`config.mk`:
```
export PLATFORM = sky130hd
export DESIGN_NAME = pipe_ctrl
export DESIGN_NICKNAME = d
export VERILOG_FILES = /design/src/rtl/pipe_ctrl_pkg.sv /design/src/rtl/pipe_ctrl_sat_counter.sv /design/src/rtl/pipe_ctrl.sv
export SDC_FILE = /design/constraint.sdc
export NUM_CORES = 1
export LEC_CHECK = 0
export BUFFER_PORTS_ARGS = -buffer_cell sky130_fd_sc_hd__clkbuf_2
export CORE_ASPECT_RATIO = 1.75
export CORE_UTILIZATION = 43
export DETAILED_ROUTE_END_ITERATION = 6
export PLACE_DENSITY_LB_ADDON = 0.05
export SYNTH_ARGS = -nofsm -noshare
export SYNTH_HDL_FRONTEND = slang
export SYNTH_SLANG_ARGS = --single-unit
```
`constraint.sdc`:
```
create_clock -name clk -period 3.3 [get_ports clk]
set_input_delay 0.66 -clock clk [delete_from_list [all_inputs] [get_ports clk]]
set_output_delay 0.66 -clock clk [all_outputs]
set_load 0.01 [all_outputs]
```
`src/rtl/pipe_ctrl_pkg.sv`:
```
// Shared definitions for the pipeline control unit: stop/no-stop levels,
// exception codes, FSM state encodings and the stall-priority encoder.
package pipe_ctrl_pkg;

  localparam logic STOP    = 1'b1;
  localparam logic NO_STOP = 1'b0;

  localparam logic [31:0] EXC_NONE         = 32'h0000_0000;
  localparam logic [31:0] EXC_INTERRUPT    = 32'h0000_0001;
  localparam logic [31:0] EXC_SYSCALL      = 32'h0000_0008;
  localparam logic [31:0] EXC_INST_INVALID = 32'h0000_000a;
  localparam logic [31:0] EXC_OVERFLOW     = 32'h0000_000c;
  localparam logic [31:0] EXC_TRAP         = 32'h0000_000d;
  localparam logic [31:0] EXC_ERET         = 32'h0000_000e;

  typedef enum logic {
    RUN    = 1'b0,
    REFILL = 1'b1
  } state_t;

  // A stall from stage k freezes stage k and every stage upstream of it
  function automatic logic [5:0] stall_mask(input logic req_mem, input logic req_ex,
                                            input logic req_id, input logic req_if);
    logic [5:0] m;
    m = {6{NO_STOP}};
    if (req_mem)     m = {NO_STOP, {5{STOP}}};
    else if (req_ex) m = {{2{NO_STOP}}, {4{STOP}}};
    else if (req_id) m = {{3{NO_STOP}}, {3{STOP}}};
    else if (req_if) m = {{4{NO_STOP}}, {2{STOP}}};
    return m;
  endfunction

endpackage

```
`src/rtl/pipe_ctrl_sat_counter.sv`:
```
// Saturating up-counter with synchronous clear (clear wins over increment).
module sat_counter #(
  parameter int W = 16
) (
  input  logic         clk,
  input  logic         rst,
  input  logic         inc,
  input  logic         clr,
  output logic [W-1:0] count
);

  // Count events, stick at all-ones, clear takes priority over an event
  always_ff @(posedge clk or negedge rst) begin
    if (!rst)                       count <= '0;
    else if (clr)                   count <= '0;
    else if (inc && (count != '1))  count <= count + 1'b1;
  end

endmodule

```
`src/rtl/pipe_ctrl.sv`:
```
// Pipeline control unit: merges stall requests, turns mem-stage exceptions
// into flush + redirect, sequences post-flush refill, counts stalls/flushes.
// Optional watchdog on long stall runs is enabled by PIPE_CTRL_WDT_EN.
module pipe_ctrl #(
  parameter logic [31:0] EXC_VECTOR    = 32'h0000_0020,
  parameter int          REFILL_CYCLES = 2,
  parameter int          CNT_W         = 16,
  parameter int          WDT_LIMIT     = 1024
) (
  input  logic             clk,
  input  logic             rst,
  input  logic             stallreq_from_if,
  input  logic             stallreq_from_id,
  input  logic             stallreq_from_ex,
  input  logic             stallreq_from_mem,
  input  logic [31:0]      excepttype_i,
  input  logic [31:0]      cp0_epc_i,
  input  logic             cnt_clr,
  output logic [5:0]       stall,
  output logic             flush,
  output logic [31:0]      new_pc,
  output logic [CNT_W-1:0] stall_cnt,
  output logic [CNT_W-1:0] flush_cnt,
  output logic             wdt_timeout
);
  import pipe_ctrl_pkg::*;

  localparam int RW = (REFILL_CYCLES > 1) ? $clog2(REFILL_CYCLES) : 1;
  localparam logic [RW-1:0] REFILL_LOAD = RW'(REFILL_CYCLES - 1);

  if (REFILL_CYCLES < 1 || WDT_LIMIT < 1) begin : g_bad_param
    $error("pipe_ctrl: REFILL_CYCLES and WDT_LIMIT must be at least 1");
  end

  state_t        state, next_state;
  logic [RW-1:0] rcnt, next_rcnt;
  logic [5:0]    req_stall;

  // State register and refill down-counter; reset aborts any refill
  always_ff @(posedge clk or negedge rst) begin
    if (!rst) begin
      state <= RUN;
      rcnt  <= '0;
    end else begin
      state <= next_state;
      rcnt  <= next_rcnt;
    end
  end

  // Next state and zero-latency stall/flush/redirect outputs
  always_comb begin
    next_state = state;
    next_rcnt  = rcnt;
    stall      = '0;
    flush      = 1'b0;
    new_pc     = '0;
    req_stall  = stall_mask(stallreq_from_mem, stallreq_from_ex,
                            stallreq_from_id, stallreq_from_if);
    case (state)
      RUN: begin
        if (excepttype_i != EXC_NONE) begin
          flush      = 1'b1;
          new_pc     = (excepttype_i == EXC_ERET) ? cp0_epc_i : EXC_VECTOR;
          next_state = REFILL;
          next_rcnt  = REFILL_LOAD;
        end else begin
          stall = req_stall;
        end
      end
      REFILL: begin
        stall = req_stall;
        if (rcnt == '0) next_state = RUN;
        else            next_rcnt  = rcnt - 1'b1;
      end
      default: next_state = RUN;
    endcase
  end

  sat_counter #(.W(CNT_W)) u_stall_cnt (
    .clk(clk), .rst(rst), .inc(stall != '0), .clr(cnt_clr), .count(stall_cnt)
  );

  sat_counter #(.W(CNT_W)) u_flush_cnt (
    .clk(clk), .rst(rst), .inc(flush), .clr(cnt_clr), .count(flush_cnt)
  );

`ifdef PIPE_CTRL_WDT_EN
  localparam int WW = $clog2(WDT_LIMIT + 1);
  logic [WW-1:0] run_cnt;

  sat_counter #(.W(WW)) u_wdt_run (
    .clk(clk), .rst(rst), .inc(stall != '0), .clr((stall == '0) || cnt_clr),
    .count(run_cnt)
  );

  // Sticky flag set on the edge where the run counter reaches WDT_LIMIT
  always_ff @(posedge clk or negedge rst) begin
    if (!rst)                                                 wdt_timeout <= 1'b0;
    else if (cnt_clr)                                         wdt_timeout <= 1'b0;
    else if ((stall != '0) && (run_cnt == WW'(WDT_LIMIT - 1))) wdt_timeout <= 1'b1;
  end
`else
  assign wdt_timeout = 1'b0;
`endif

endmodule
```
== Word level (Yosys, flattened, before mapping) ==
Index checks and enable logic that the tools add are counted.

* $add $sub $neg: 3
* Bitwise logic cells: 1
* Equality and inequality tests: 4
* Reduce and logical (&&, ||, !) cells: 6
* Multiplexer cells: 20

{| class="wikitable"
|+ Operators by type and width
! kind !! count
|-
| 32-bit 2-to-1 mux || 3
|-
| 16-bit 2-to-1 mux || 4
|-
| 16-bit by 1-bit adder with 16-bit output (second input constant) || 2
|-
| 32-bit by 4-bit == test with 1-bit output (second input constant) || 1
|-
| 16-bit inequality test (second input constant) || 2
|-
| 32-bit nonzero test || 1
|-
| 6-bit 2-to-1 mux || 2
|-
| 6-bit one-hot mux with 2 select lines || 1
|-
| 6-bit nonzero test || 1
|-
| 1-bit 2-to-1 mux || 5
|-
| 4-bit 2-to-1 mux || 1
|-
| 1-bit one-hot mux with 2 select lines || 2
|-
| 2-bit nonzero test || 2
|-
| 3-bit 2-to-1 mux || 1
|-
| 1-bit logical AND || 2
|-
| 2-bit 2-to-1 mux || 1
|-
| 2-bit inequality test (second input constant) || 1
|-
| 1-bit inverter || 1
|-
| 1-bit subtractor (second input constant) || 1
|}

* Register bits after elaboration: 34
* Word-level logic and storage cells: 38
* Input port bits: 71

== Depth between registers and ports, before layout ==
* Word-level depth: 10
* Gate-level depth with buffers: 8
* Gate-level depth less buffers: 6

== By module ==
A second synthesis with hierarchy kept.

* Cells, all modules: 266
* Area total of the unflattened synthesis: 2362.3 um2

{| class="wikitable"
|+ Modules (own cells, without submodules)
! module !! sequential area each (um2) !! cells an instance !! area an instance (um2) !! instances
|-
| sat_counter || 400.4 || 98 || 942.2 || 2
|-
| pipe_ctrl || 50.0 || 70 || 478.0 || 1
|}

== Least setup slack after synthesis ==
Ideal clock, no wire load.

* Path kind: input -> output
* Start: input excepttype_i[0]
* End: output stall[1]
* Buffers on the path: 3
* Cell stages on the path: 8
* Setup slack: 0.269 ns
* Data required time: 2.640 ns
* Arrival time: 2.371 ns
* Cells stage by stage: nor4_1 > nand4_1 > o31ai_4 > inv_2 > clkbuf_1 > clkbuf_1 > nor2_1 > buf_4

* Longest elaborated chain between the ends: 3

{| class="wikitable"
|+ Ends and longest elaborated chain
! what !! RTL line !! text
|-
| start, declared || pipe_ctrl.sv:16 || <nowiki>input logic [31:0] excepttype_i,</nowiki>
|-
| 32-bit nonzero test || pipe_ctrl.sv:61 || <nowiki>if (excepttype_i != EXC_NONE) begin</nowiki>
|-
| 6-bit 2-to-1 mux || pipe_ctrl.sv:61 ||
|-
| 6-bit one-hot mux with 2 select lines || pipe_ctrl.sv:59 || <nowiki>case (state)</nowiki>
|-
| end, declared || pipe_ctrl.sv:19 || <nowiki>output logic [5:0] stall,</nowiki>
|}

No other way between the ends.

== Worst setup path in the final report ==
* Start: input excepttype_i[21]
* End: output stall[1]

The elaborated chain is that of the path after synthesis.

==> metrics.csv <==
stage,metric,value,unit
outcome,outcome,"finished, violations left",
outcome,failing checks,DRC,
synth,"top cells by area, synth","dfrtp_1 37%, and2_1 8.8%, or4_1 6.0%",
critical_path,CP Cell Sequence,clkbuf_2 > nor4_1 > nand4_1 > o31ai_4 > inv_2 > nor2_1 > clkbuf_2,
floorplan,Ports,143,
timing,worst slew pin tran,0.8828,ns
finish,fillers,495,
pwr,P per Cell Area,275.6,nW/um^2
synth,"area leader, netlist",dfrtp_1,
placed_design,Post-Place Cell Area,2973,sq um
clock_network,Clock Tree Buf Depth,2,
global_routing,grt ovf,0,
global_routing,vias in the first global route,2461,
clock_network,post-cts sizing count,0,
finish,synth-to-layout area growth,34.93,%
critical_path,CP max stage cell,o31ai_4,
critical_path,crit path max fanout,30,
floorplan,Die X,56.94,um
finish,Final #Nets,473,
timing,setup tns final,0,ns
synth,"Cell Area, Synth",2271,sq um
clock_network,root buffer cell,clkbuf_8,
synth,Cell variety after synth,31,
floorplan,Die Ht,98.14,um
global_routing,largest net degree at the start of global routing,42,
synth,mean area per synthesized cell,8.380,sq um
timing,final hold violation count,0,
critical_path,Worst setup EP type,primary output,
synth,Synth Warn #,0,
critical_path,crit-path max cell delay,0.33,ns
critical_path,WS Path Type,input port to primary output,
finish,post-route cell area,3064,sq um
floorplan,overall die area,5587,sq um
clock_network,CTS Sinks,34,
critical_path,Critical Path AT,2.20,ns
routing,DRT Pass-1 Iters,6,
pwr,peak supply drop,0.2101,mV
clock_network,clk slew on worst S/H paths,0.07,ns
critical_path,Critical Path RT,2.64,ns
finish,most frequent cells in the layout,"140 x clkbuf_2, 34 x dfrtp_1, 32 x and2_1",
clock_network,H-tree Lvls,2,
global_routing,global-route wire length before repair,11390,um
timing,fin crit period,2.861,ns
placed_design,port buffer count,140,
global_routing,antenna violations before repair,0,
placed_design,DPL Wire Length,5449,um
clock_network,"Clk Latency, worst-skew pair",0.29,ns
global_routing,GRT Total Usage,0.2616,
timing,clock skew,0.007236,ns
placed_design,routability cong.,0.8534,
timing,max_slew headroom,0.4115,
routing,drt drc,14,
floorplan,Starting Density,0.4524,
placed_design,dpl cells,447,
critical_path,startpoint types,input port,
clock_network,CTS Buf Count,5,
run,max-cap violation count,0,
timing,crit share post-route,0.8670,
min_path,min-delay worst type,input port to async pin,
clock_network,Post-CTS Hold Buffers,0,
synth,share of the synthesized area in the top cell type,0.3747,
routing,post-DR wirelength/cell,15.70,um
routing,1st-iter DRT viols,83,
timing,Slew Limit Fails,0,
routing,Vias,2560,
routing,WL final,7145,um
routing,post-route ant nets,0,
critical_path,Critical Path Most Common Cell,clkbuf_2,
floorplan,Core Rows,34,
synth,Yosys reg bits,34,
clock_network,Post-CTS Setup Inserts,0,
synth,sequential-to-total area share from yosys stat,0.3747,
clock_network,CTS tree,done,
timing,RSZ-0062 raised after global routing,no,
pwr,LEAKAGE,1.470,nW
floorplan,Placeable Area,5020,sq um
timing,Max Clock Freq,349.5,MHz
finish,# diodes,0,
finish,"most common cell after layout, fill and taps aside",clkbuf_2,
routing,vias per cell,5.626,
finish,Post-Layout Cell Count,455,
synth,cells after synthesis,271,
timing,final setup fails,0,
finish,share of cells above drive strength 1,0.4140,
[area by class of cell]
class,instances,area [sq um],share of cell area
Inverter,5,18.77,0.006125
Multi-Input combinational cell,211,1313,0.4283
Clock inverter,1,5.005,0.001633
Timing Repair Buffer,143,723.2,0.2360
Clock buffer,7,86.33,0.02817
Tap cell,54,67.56,0.02205
Sequential cell,34,850.8,0.2777
[where the power goes]
group	internal [mW]	switching, mW	total, mW
combinational	0.0425	0.0462	0.0887
sequential	0.422	0.00875	0.431
clock	0.168	0.156	0.325
[critical path, delay by kind of cell]
family | cells | cell delay, ns
AND/OR/NAND/NOR | 3 | 0.72
AO/OA/AOI/OAI | 1 | 0.33
buffers and inverters | 3 | 0.48
[metrics by stage]
stage               hold slack, ns  utilization  power, mW  setup WS, ns
floorplan                   0.3644            -     0.4662        0.2687
global placement            0.4605       0.5922     0.5275        0.4294
detailed placement          0.4713       0.5922     0.5290        0.4099
CTS                         0.4882       0.6104     0.8526        0.4142
global route                0.5191       0.6104     0.8796        0.2202
finish                      0.4815       0.6104     0.8444        0.4391
[flip-flops by register name, indices dropped and copies added, names as in the netlist]
name and flops:
state 1, u_stall_cnt.count 16, u_flush_cnt.count 16, rcnt 1
[cell families (layout without fill, tap and decap cells)]
kind of cell | after synthesis | in the layout | share of synthesized area
compound gates | 48 | 48 | 0.1350
fa+ha+maj | 2 | 2 | 0.01102
buf+inv | 27 | 156 | 0.05178
flops | 34 | 34 | 0.3747
mux | 9 | 9 | 0.04463
other cells | 1 | 2 | 0.001651
simple gates | 150 | 150 | 0.3813
[path summary, 6_finish.rpt]
kind / startpoint / end / slack (ns) / cells past startpoint
min: rst / u_flush_cnt.count[9]$_DFFE_PN0P_ / 0.48 / 1
max in group asynchronous: rst / u_flush_cnt.count[14]$_DFFE_PN0P_ / 2.26 / 1
max reg2reg: u_flush_cnt.count[0]$_DFFE_PN0P_ / u_flush_cnt.count[6]$_DFFE_PN0P_ / 0.92 / 7
max: excepttype_i[21] / stall[1] / 0.44 / 7
min reg2reg: rcnt$_DFFE_PN0P_ / state$_DFF_PN0_ / 0.49 / 2
min in group clk: rcnt$_DFFE_PN0P_ / state$_DFF_PN0_ / 0.49 / 2
[cell usage after synthesis]
| master | number |
|---|---|
| a21o_1 | 1 |
| a21oi_1 | 23 |
| and2_1 | 32 |
| and3_1 | 1 |
| buf_2 | 4 |
| buf_4 | 3 |
| clkbuf_1 | 15 |
| conb_1 | 1 |
| dfrtp_1 | 34 |
| ha_1 | 2 |
| inv_1 | 4 |
| inv_2 | 1 |
| mux2_2 | 9 |
| nand2_1 | 13 |
| nand3_1 | 15 |
| nand3b_1 | 1 |
| nand4_1 | 9 |
| nor2_1 | 20 |
| nor2b_1 | 8 |
| nor3_1 | 2 |
| nor3_2 | 1 |
| nor4_1 | 19 |
| o21ai_0 | 5 |
| o31ai_1 | 16 |
| o31ai_4 | 1 |
| o41ai_1 | 2 |
| or2_1 | 1 |
| or2_2 | 2 |
| or3_1 | 7 |
| or4_1 | 18 |
| or4b_2 | 1 |
[routing by layer]
layer | wire, um | vias up | GRT usage | share of wire
met4 | 186 | 0 | 0.1013 | 0.026
met2 | 3898 | 105 | 0.4950 | 0.55
li1 | - | 1261 | - | -
met5 | 0 | - | 0 | 0
met3 | 392 | 15 | 0.05960 | 0.055
met1 | 2667 | 1179 | 0.2680 | 0.37
No activity file was read; power rests on OpenSTA's default activity.
